`config.mk`:
```
export PLATFORM = sky130hd
export DESIGN_NAME = multicycle_control_unit
export DESIGN_NICKNAME = d
export VERILOG_FILES = /design/src/rtl/multicycle_control_unit.sv
export SDC_FILE = /design/constraint.sdc
export NUM_CORES = 1
export LEC_CHECK = 0
export ABC_CLOCK_PERIOD_IN_PS = 2300
export BUFFER_PORTS_ARGS = -buffer_cell sky130_fd_sc_hd__buf_2
export CAP_MARGIN = 20
export CORE_MARGIN = 2
export CORE_UTILIZATION = 49
export CTS_BUF_LIST = sky130_fd_sc_hd__clkbuf_16
export CTS_CLUSTER_DIAMETER = 40
export DETAILED_ROUTE_END_ITERATION = 12
export PLACE_DENSITY = 0.78
export REMOVE_ABC_BUFFERS = 1
export SKIP_LAST_GASP = 1
export SLEW_MARGIN = 20
export SYNTH_ARGS = -nofsm -noshare
export SYNTH_HDL_FRONTEND = slang
export SYNTH_SLANG_ARGS = --single-unit
```
`constraint.sdc`:
```
create_clock -name clk_i -period 2.3 [get_ports clk_i]
set_input_delay 0.115 -clock clk_i [delete_from_list [all_inputs] [get_ports clk_i]]
set_output_delay 0.115 -clock clk_i [all_outputs]
set_load 0.02 [all_outputs]
```
`src/rtl/multicycle_control_unit.sv`:
```
// multicycle_control_unit: multi-cycle RV32I control FSM.
// Sequences FETCH/DECODE/EXEC/MEM/WB over a shared memory with a ready
// handshake. Traps on illegal opcodes and on memory waits that run too long.
// Optional build macro MCU_PERF_CNT_EN adds cycle_cnt_o / instret_o counters.
module multicycle_control_unit #(
  parameter int MEM_TIMEOUT = 16,
  parameter int TMO_W       = 5
) (
  input  logic        clk_i,
  input  logic        rst_n_i,
  input  logic [4:0]  opcode_i,
  input  logic        zero_i,
  input  logic        mem_ready_i,
  output logic        pc_wr_o,
  output logic        ir_wr_o,
  output logic        mem_rd_o,
  output logic        mem_wr_o,
  output logic        i_or_d_o,
  output logic [1:0]  alu_src_a_o,
  output logic [1:0]  alu_src_b_o,
  output logic [1:0]  alu_op_o,
  output logic [1:0]  pc_src_o,
  output logic        reg_wr_o,
  output logic [1:0]  wb_sel_o,
  output logic [2:0]  state_o,
  output logic        illegal_o,
  output logic        timeout_o
`ifdef MCU_PERF_CNT_EN
  ,
  output logic [31:0] cycle_cnt_o,
  output logic [31:0] instret_o
`endif
);

  typedef enum logic [2:0] {
    S_FETCH  = 3'd0,
    S_DECODE = 3'd1,
    S_EXEC   = 3'd2,
    S_MEM    = 3'd3,
    S_WB     = 3'd4,
    S_TRAP   = 3'd5
  } state_t;

  localparam logic [4:0] OP_R     = 5'b01100;
  localparam logic [4:0] OP_IALU  = 5'b00100;
  localparam logic [4:0] OP_LW    = 5'b00000;
  localparam logic [4:0] OP_SW    = 5'b01000;
  localparam logic [4:0] OP_BEQ   = 5'b11000;
  localparam logic [4:0] OP_JAL   = 5'b11011;
  localparam logic [4:0] OP_JALR  = 5'b11001;
  localparam logic [4:0] OP_LUI   = 5'b01101;
  localparam logic [4:0] OP_AUIPC = 5'b00101;

  // Last wait count tolerated before a stalled access traps
  localparam logic [TMO_W-1:0] WAIT_LAST = TMO_W'(MEM_TIMEOUT - 1);

  state_t           state;
  state_t           next_state;
  logic [TMO_W-1:0] wait_cnt;
  logic             set_illegal;
  logic             set_timeout;
  logic             legal_op;
  logic             mem_phase;

  assign legal_op = (opcode_i == OP_R)    || (opcode_i == OP_IALU) ||
                    (opcode_i == OP_LW)   || (opcode_i == OP_SW)   ||
                    (opcode_i == OP_BEQ)  || (opcode_i == OP_JAL)  ||
                    (opcode_i == OP_JALR) || (opcode_i == OP_LUI)  ||
                    (opcode_i == OP_AUIPC);
  assign mem_phase = (state == S_FETCH) || (state == S_MEM);
  assign state_o   = state;

  // Datapath controls and next state from current state plus same-cycle inputs;
  // everything is held at zero while reset is asserted so an access aborts at once
  always_comb begin
    next_state  = state;
    set_illegal = 1'b0;
    set_timeout = 1'b0;
    pc_wr_o     = 1'b0;
    ir_wr_o     = 1'b0;
    mem_rd_o    = 1'b0;
    mem_wr_o    = 1'b0;
    i_or_d_o    = 1'b0;
    alu_src_a_o = 2'd0;
    alu_src_b_o = 2'd0;
    alu_op_o    = 2'b00;
    pc_src_o    = 2'd0;
    reg_wr_o    = 1'b0;
    wb_sel_o    = 2'd0;
    if (rst_n_i) begin
      case (state)
        S_FETCH: begin
          mem_rd_o    = 1'b1;
          alu_src_b_o = 2'd2;
          if (mem_ready_i) begin
            ir_wr_o    = 1'b1;
            pc_wr_o    = 1'b1;
            next_state = S_DECODE;
          end else if (wait_cnt == WAIT_LAST) begin
            next_state  = S_TRAP;
            set_timeout = 1'b1;
          end
        end
        S_DECODE: begin
          alu_src_b_o = 2'd1;
          if (legal_op) begin
            next_state = S_EXEC;
          end else begin
            next_state  = S_TRAP;
            set_illegal = 1'b1;
          end
        end
        S_EXEC: begin
          case (opcode_i)
            OP_R: begin
              alu_src_a_o = 2'd1;
              alu_op_o    = 2'b10;
              next_state  = S_WB;
            end
            OP_IALU: begin
              alu_src_a_o = 2'd1;
              alu_src_b_o = 2'd1;
              alu_op_o    = 2'b10;
              next_state  = S_WB;
            end
            OP_LW, OP_SW: begin
              alu_src_a_o = 2'd1;
              alu_src_b_o = 2'd1;
              next_state  = S_MEM;
            end
            OP_BEQ: begin
              alu_src_a_o = 2'd1;
              alu_op_o    = 2'b01;
              pc_src_o    = 2'd1;
              pc_wr_o     = zero_i;
              next_state  = S_FETCH;
            end
            OP_JAL: begin
              pc_src_o   = 2'd1;
              pc_wr_o    = 1'b1;
              next_state = S_WB;
            end
            OP_JALR: begin
              alu_src_a_o = 2'd1;
              alu_src_b_o = 2'd1;
              pc_wr_o     = 1'b1;
              next_state  = S_WB;
            end
            OP_LUI: begin
              alu_src_a_o = 2'd2;
              alu_src_b_o = 2'd1;
              next_state  = S_WB;
            end
            OP_AUIPC: begin
              next_state = S_WB;
            end
            default: begin
              next_state  = S_TRAP;
              set_illegal = 1'b1;
            end
          endcase
        end
        S_MEM: begin
          i_or_d_o = 1'b1;
          mem_rd_o = (opcode_i == OP_LW);
          mem_wr_o = (opcode_i == OP_SW);
          if (mem_ready_i) begin
            next_state = (opcode_i == OP_LW) ? S_WB : S_FETCH;
          end else if (wait_cnt == WAIT_LAST) begin
            next_state  = S_TRAP;
            set_timeout = 1'b1;
          end
        end
        S_WB: begin
          reg_wr_o = 1'b1;
          if (opcode_i == OP_LW) begin
            wb_sel_o = 2'd1;
          end else if ((opcode_i == OP_JAL) || (opcode_i == OP_JALR)) begin
            wb_sel_o = 2'd2;
          end
          next_state = S_FETCH;
        end
        default: begin
          next_state = S_TRAP;
        end
      endcase
    end
  end

  // State register, memory wait counter and sticky trap flags
  always_ff @(posedge clk_i or negedge rst_n_i) begin
    if (!rst_n_i) begin
      state     <= S_FETCH;
      wait_cnt  <= '0;
      illegal_o <= 1'b0;
      timeout_o <= 1'b0;
    end else begin
      state <= next_state;
      if (mem_phase && !mem_ready_i && (next_state == state)) begin
        wait_cnt <= wait_cnt + 1'b1;
      end else begin
        wait_cnt <= '0;
      end
      if (set_illegal) begin
        illegal_o <= 1'b1;
      end
      if (set_timeout) begin
        timeout_o <= 1'b1;
      end
    end
  end

`ifdef MCU_PERF_CNT_EN
  // Cycles outside TRAP and instructions retired on the return to FETCH
  always_ff @(posedge clk_i or negedge rst_n_i) begin
    if (!rst_n_i) begin
      cycle_cnt_o <= '0;
      instret_o   <= '0;
    end else begin
      if (state != S_TRAP) begin
        cycle_cnt_o <= cycle_cnt_o + 32'd1;
      end
      if ((next_state == S_FETCH) &&
          ((state == S_EXEC) || (state == S_MEM) || (state == S_WB))) begin
        instret_o <= instret_o + 32'd1;
      end
    end
  end
`endif

endmodule

```
Word level (Yosys, flattened, before mapping)
Cells that the tools add are included.
{"block": "word_totals", "ff_bits": 10, "word_cells": 90, "in_bits": 9}
{"block": "classes", "n_eq_ne": 14, "muxes": 47, "n_addsub": 1, "n_reduce_logical": 24}
{"operator": "$mux 1", "count": 22}
{"operator": "$eq 5x4->1 const B", "count": 4}
{"operator": "$mux 2", "count": 9}
{"operator": "$mux 3", "count": 6}
{"operator": "$eq 5x5->1 const B", "count": 3}
{"operator": "$pmux 3 s5", "count": 1}
{"operator": "$reduce_or 6->1", "count": 2}
{"operator": "$eq 5x3->1 const B", "count": 2}
{"operator": "$logic_or 1x1->1", "count": 10}
{"operator": "$reduce_or 2->1", "count": 5}
{"operator": "$pmux 3 s3", "count": 1}
{"operator": "$reduce_or 9->1", "count": 1}
{"operator": "$pmux 1 s2", "count": 4}
{"operator": "$pmux 2 s2", "count": 2}
{"operator": "$eq 3x2->1 const B", "count": 2}
{"operator": "$pmux 2 s3", "count": 1}
{"operator": "$add 5x1->5 const B", "count": 1}
{"operator": "$logic_not 5->1", "count": 1}
{"operator": "$mux 5", "count": 1}
{"operator": "$reduce_or 5->1", "count": 1}
{"operator": "$eq 3x1->1 const B", "count": 1}
{"operator": "$eq 3x3->1", "count": 1}
{"operator": "$eq 3x3->1 const B", "count": 1}
{"operator": "$logic_not 3->1", "count": 1}
{"operator": "2 further kinds", "count": 3}

Logic depth before layout (Yosys ltp)
{"block": "depth", "depth_word": 15, "mapped_depth": 8, "ltp_nobuf": 8}

Worst setup path before layout
OpenSTA, ideal clock, no wires.
{"block": "synth_timing", "path_kind": "reg-to-output", "start": "register state[1], in the netlist state_o[1]", "end": "output alu_op_o[0]", "setup_slack_ns": 0.517, "arrival_ns": 1.668, "stages_incl_launch_ff": 5, "path_cell_list": "dfrtp_1 -> clkbuf_1 -> nand2_1 -> or2_2 -> nor3_1"}
{"block": "synth_via", "elab_chain_len": 3}
{"element": "from (decl)", "line": "57", "text": "state_t state;"}
{"element": "from (signal assigned)", "line": "198", "text": "state <= next_state;"}
{"element": "$eq 3x2->1", "line": "91", "text": "case (state)"}
{"element": "$mux 2", "line": "91"}
{"element": "$mux 2", "line": "90", "text": "if (rst_n_i) begin"}
{"element": "to (decl)", "line": "21", "text": "output logic [1:0] alu_op_o,"}
Every way passes these cells.

Worst setup path in the final report
{"block": "layout_timing", "start": "register state[0], in the netlist state_o[0]", "end": "output alu_op_o[0]"}
The elaborated chain is that of the path after synthesis.

==> metrics <==
status=completed; critical path class=reg -> out; Total Wirelength=2040 um; first-pass GRT wire length=3210 um; RD Place Congestion=0.814; CTS root buffer=clkbuf_16; post-synth top area share=0.285; VDD IR max=477 uV; Ys Warns=0; HPWL Detailed=1490 um; Core Area=1710 um2; area leader, netlist=dfrtp_1; PortBufs=28; per-cell routed wire length=12.6 um; Synth Register Bits=10; Final Cell Area=1090 um2; total CTS buffers=3; Die W=46.3 um; Worst setup EP type=primary output; Slew Limit Fails=0; # Post-CTS Setup Buffers=0; Cell Chain, Critical Path=nor2b_1 > nand2b_1 > or2_2 > nor3_1 > buf_2; Post-CTS Resized=0; Post-synth EDFFs=0; Vert. Die Dim=46.3 um; gr usage total=0.210; Rows=15; FFs w/ async S/R, synth=1.00; Synth top cells by count=nor2_1 (21), dfrtp_1 (10), nand2_1 (9); count leader, synth=nor2_1; post-synthesis compound-gate area fraction=0.175; layout net count=149; CP max stage cell=dfrtp_1; drc violations=0; initial antenna violation count=0; sequential area share after synthesis=0.285; main combinational cell family by area after synthesis=simple AND/OR/NAND/NOR gates; vias per cell=5.48; slowest stage delay, CP=0.51 ns; area growth from synthesis to layout=24.4%; hold path endpoint=wait_cnt[4]; clock tree from TritonCTS=yes; vias in the first global route=766; fillers=150; Multi-input gate area=558 um2; post-route ant nets=0; Final Skew=0.000295 ns; CTS Buffer Depth=2; Clock Latency Late Sink=0.23 ns; adder-cell share of the synthesized area=0.0285; setup TNS=0 ns; worst r2r src=wait_cnt[0]; final worst-path cycle share=0.831; RSZ-0062 raised after global routing=no; proportion of synthesized area in mux cells=0.0114; leak pwr=0.000492 uW; Hold Crit Depth=4; layout cells sized above 1=0.307; min Tclk post-route=1.91 ns; Fin. Hold Viols=0; R2R Path End=state_o[0]; Initial DRT Pass Iterations=4; starting density of the core=0.514; Synth cell types=42; Worst-path clk slew=0.04 ns; power density over the cells=543 nW/um2; FF-to-FF path depth=8; global route total overflow=0; HP Start=mem_ready_i; Top Ports=30; die area=2140 um2; dominant cells by area after synthesis=dfrtp_1 (29%), nor2_1 (9.0%), a21oi_1 (4.0%); CP Launch Type=register; FF-to-FF setup slack=0.54 ns; Mapped Area=877 um2; largest net degree at the start of global routing=17; WP data arrival=1.80 ns; initial DRC count=25; Hold Crit Class=in -> reg; area post-placement=1000 um2; xor/xnor share of the synthesized area=0.0499; register area=250 um2; FMAX=0.523 GHz; Avg Cell Area, Syn=7.97 um2; Primary FF master, synth=dfrtp_1; htree depth=1; Via Count=888; ANT cells=0; final count of negative-setup-slack endpoints=0; Simple-Gate Fraction of Synth Area=0.367; number of max-cap violations=0; Max FO, Critical Path=12; Cells after Synth=110; CP required=2.18 ns; clock tree sinks=10
critical path: cells and delay by family, from the launching register on:
family | cells | cell delay, ns
buffers and inverters | 1 | 0.19
flip-flops | 1 | 0.51
AND/OR/NAND/NOR | 4 | 0.87
how the worst max path moves through the flow:
stage,start,endpoint,cells past startpoint
final,state_o[0],alu_op_o[0],5
after global routing,state_o[0],alu_op_o[0],5
after CTS,state_o[0],alu_op_o[0],5
after detailed placement,wait_cnt[0],state_o[0],8
after global placement,wait_cnt[0],state_o[0],8
after floorplan,state_o[0],alu_op_o[0],4
placed cells by master, fill, tap and decap left out, drive strengths merged:
cell type / n
a2111o: 1
a21o: 1
a21oi: 7
a31o: 2
a32o: 1
and2: 3
and3: 1
and3b: 1
buf: 29
clkbuf: 3
clkinv: 1
conb: 1
dfrtp: 10
dlygate4sd3: 1
ha: 2
inv: 4
mux2i: 1
nand2: 9
nand2b: 2
nand3: 1
nand3b: 2
nand4b: 1
nor2: 21
nor2b: 5
nor3: 3
nor4: 1
nor4b: 1
o2111ai: 1
o21ai: 6
o21bai: 1
o22ai: 1
o31ai: 1
o32ai: 1
or2: 3
or3: 1
or3b: 1
or4: 1
xnor2: 3
xor2: 2
stage by stage:
stage	hold slack, ns	utilization	setup slack [ns]	std cells	total power, uW
after CTS	0.304	0.639	0.400	162	597
after floorplan	-0.181	-	0.553	103	247
after detailed placement	0.0731	0.587	0.540	157	289
after global placement	0.0694	0.587	0.586	157	285
after global routing	0.346	0.639	0.265	162	612
final	0.314	0.639	0.389	162	593
area by class of cell:
| type | count | area share |
|---|---|---|
| inverters | 4 | 0.0138 |
| clock buffers | 3 | 0.0688 |
| flip-flops and latches | 10 | 0.229 |
| repair buffers | 30 | 0.144 |
| well taps | 25 | 0.0287 |
| clock inverters | 1 | 0.00344 |
| multi-input cells | 89 | 0.511 |
sequential cells by signal, indices dropped and copies added (netlist names):
| signal | count |
|---|---|
| state_o | 3 |
| wait_cnt | 5 |
| illegal_o | 1 |
| timeout_o | 1 |
repair_timing:
| action | CTS | global route |
|---|---|---|
| endpoints found under the setup margin | 0 | 0 |
| hold buffers | 1 | 0 |
| endpoints found under the hold margin | 10 | 0 |
cell families (layout without fill, tap and decap cells):
| logic type | Yosys count | after routing |
|---|---|---|
| other cells | 1 | 1 |
| compound gates | 23 | 23 |
| mux | 1 | 1 |
| xor+xnor | 5 | 5 |
| flops | 10 | 10 |
| simple gates | 57 | 57 |
| fa+ha+maj | 2 | 2 |
| buf+inv | 11 | 38 |
routing by layer:
metal | global-route usage | part of all wire | vias to the layer above
met3 | 0.0627 | 0.069 | 4
li1 | - | - | 435
met5 | 0 | 0 | -
met1 | 0.250 | 0.42 | 408
met4 | 0.0571 | 0.0093 | 0
met2 | 0.361 | 0.50 | 41
report_power, final:
part | internal (uW) | leakage (uW) | total, uW | switching [uW]
sequential | 187 | 0.000125 | 195 | 8.40
clock | 227 | 0.0000385 | 305 | 77.1
combinational | 36.2 | 0.000329 | 92.8 | 56.6
total | 450 | 0.000492 | 593 | 142
Note: power is estimated with default switching activity, not from simulation.
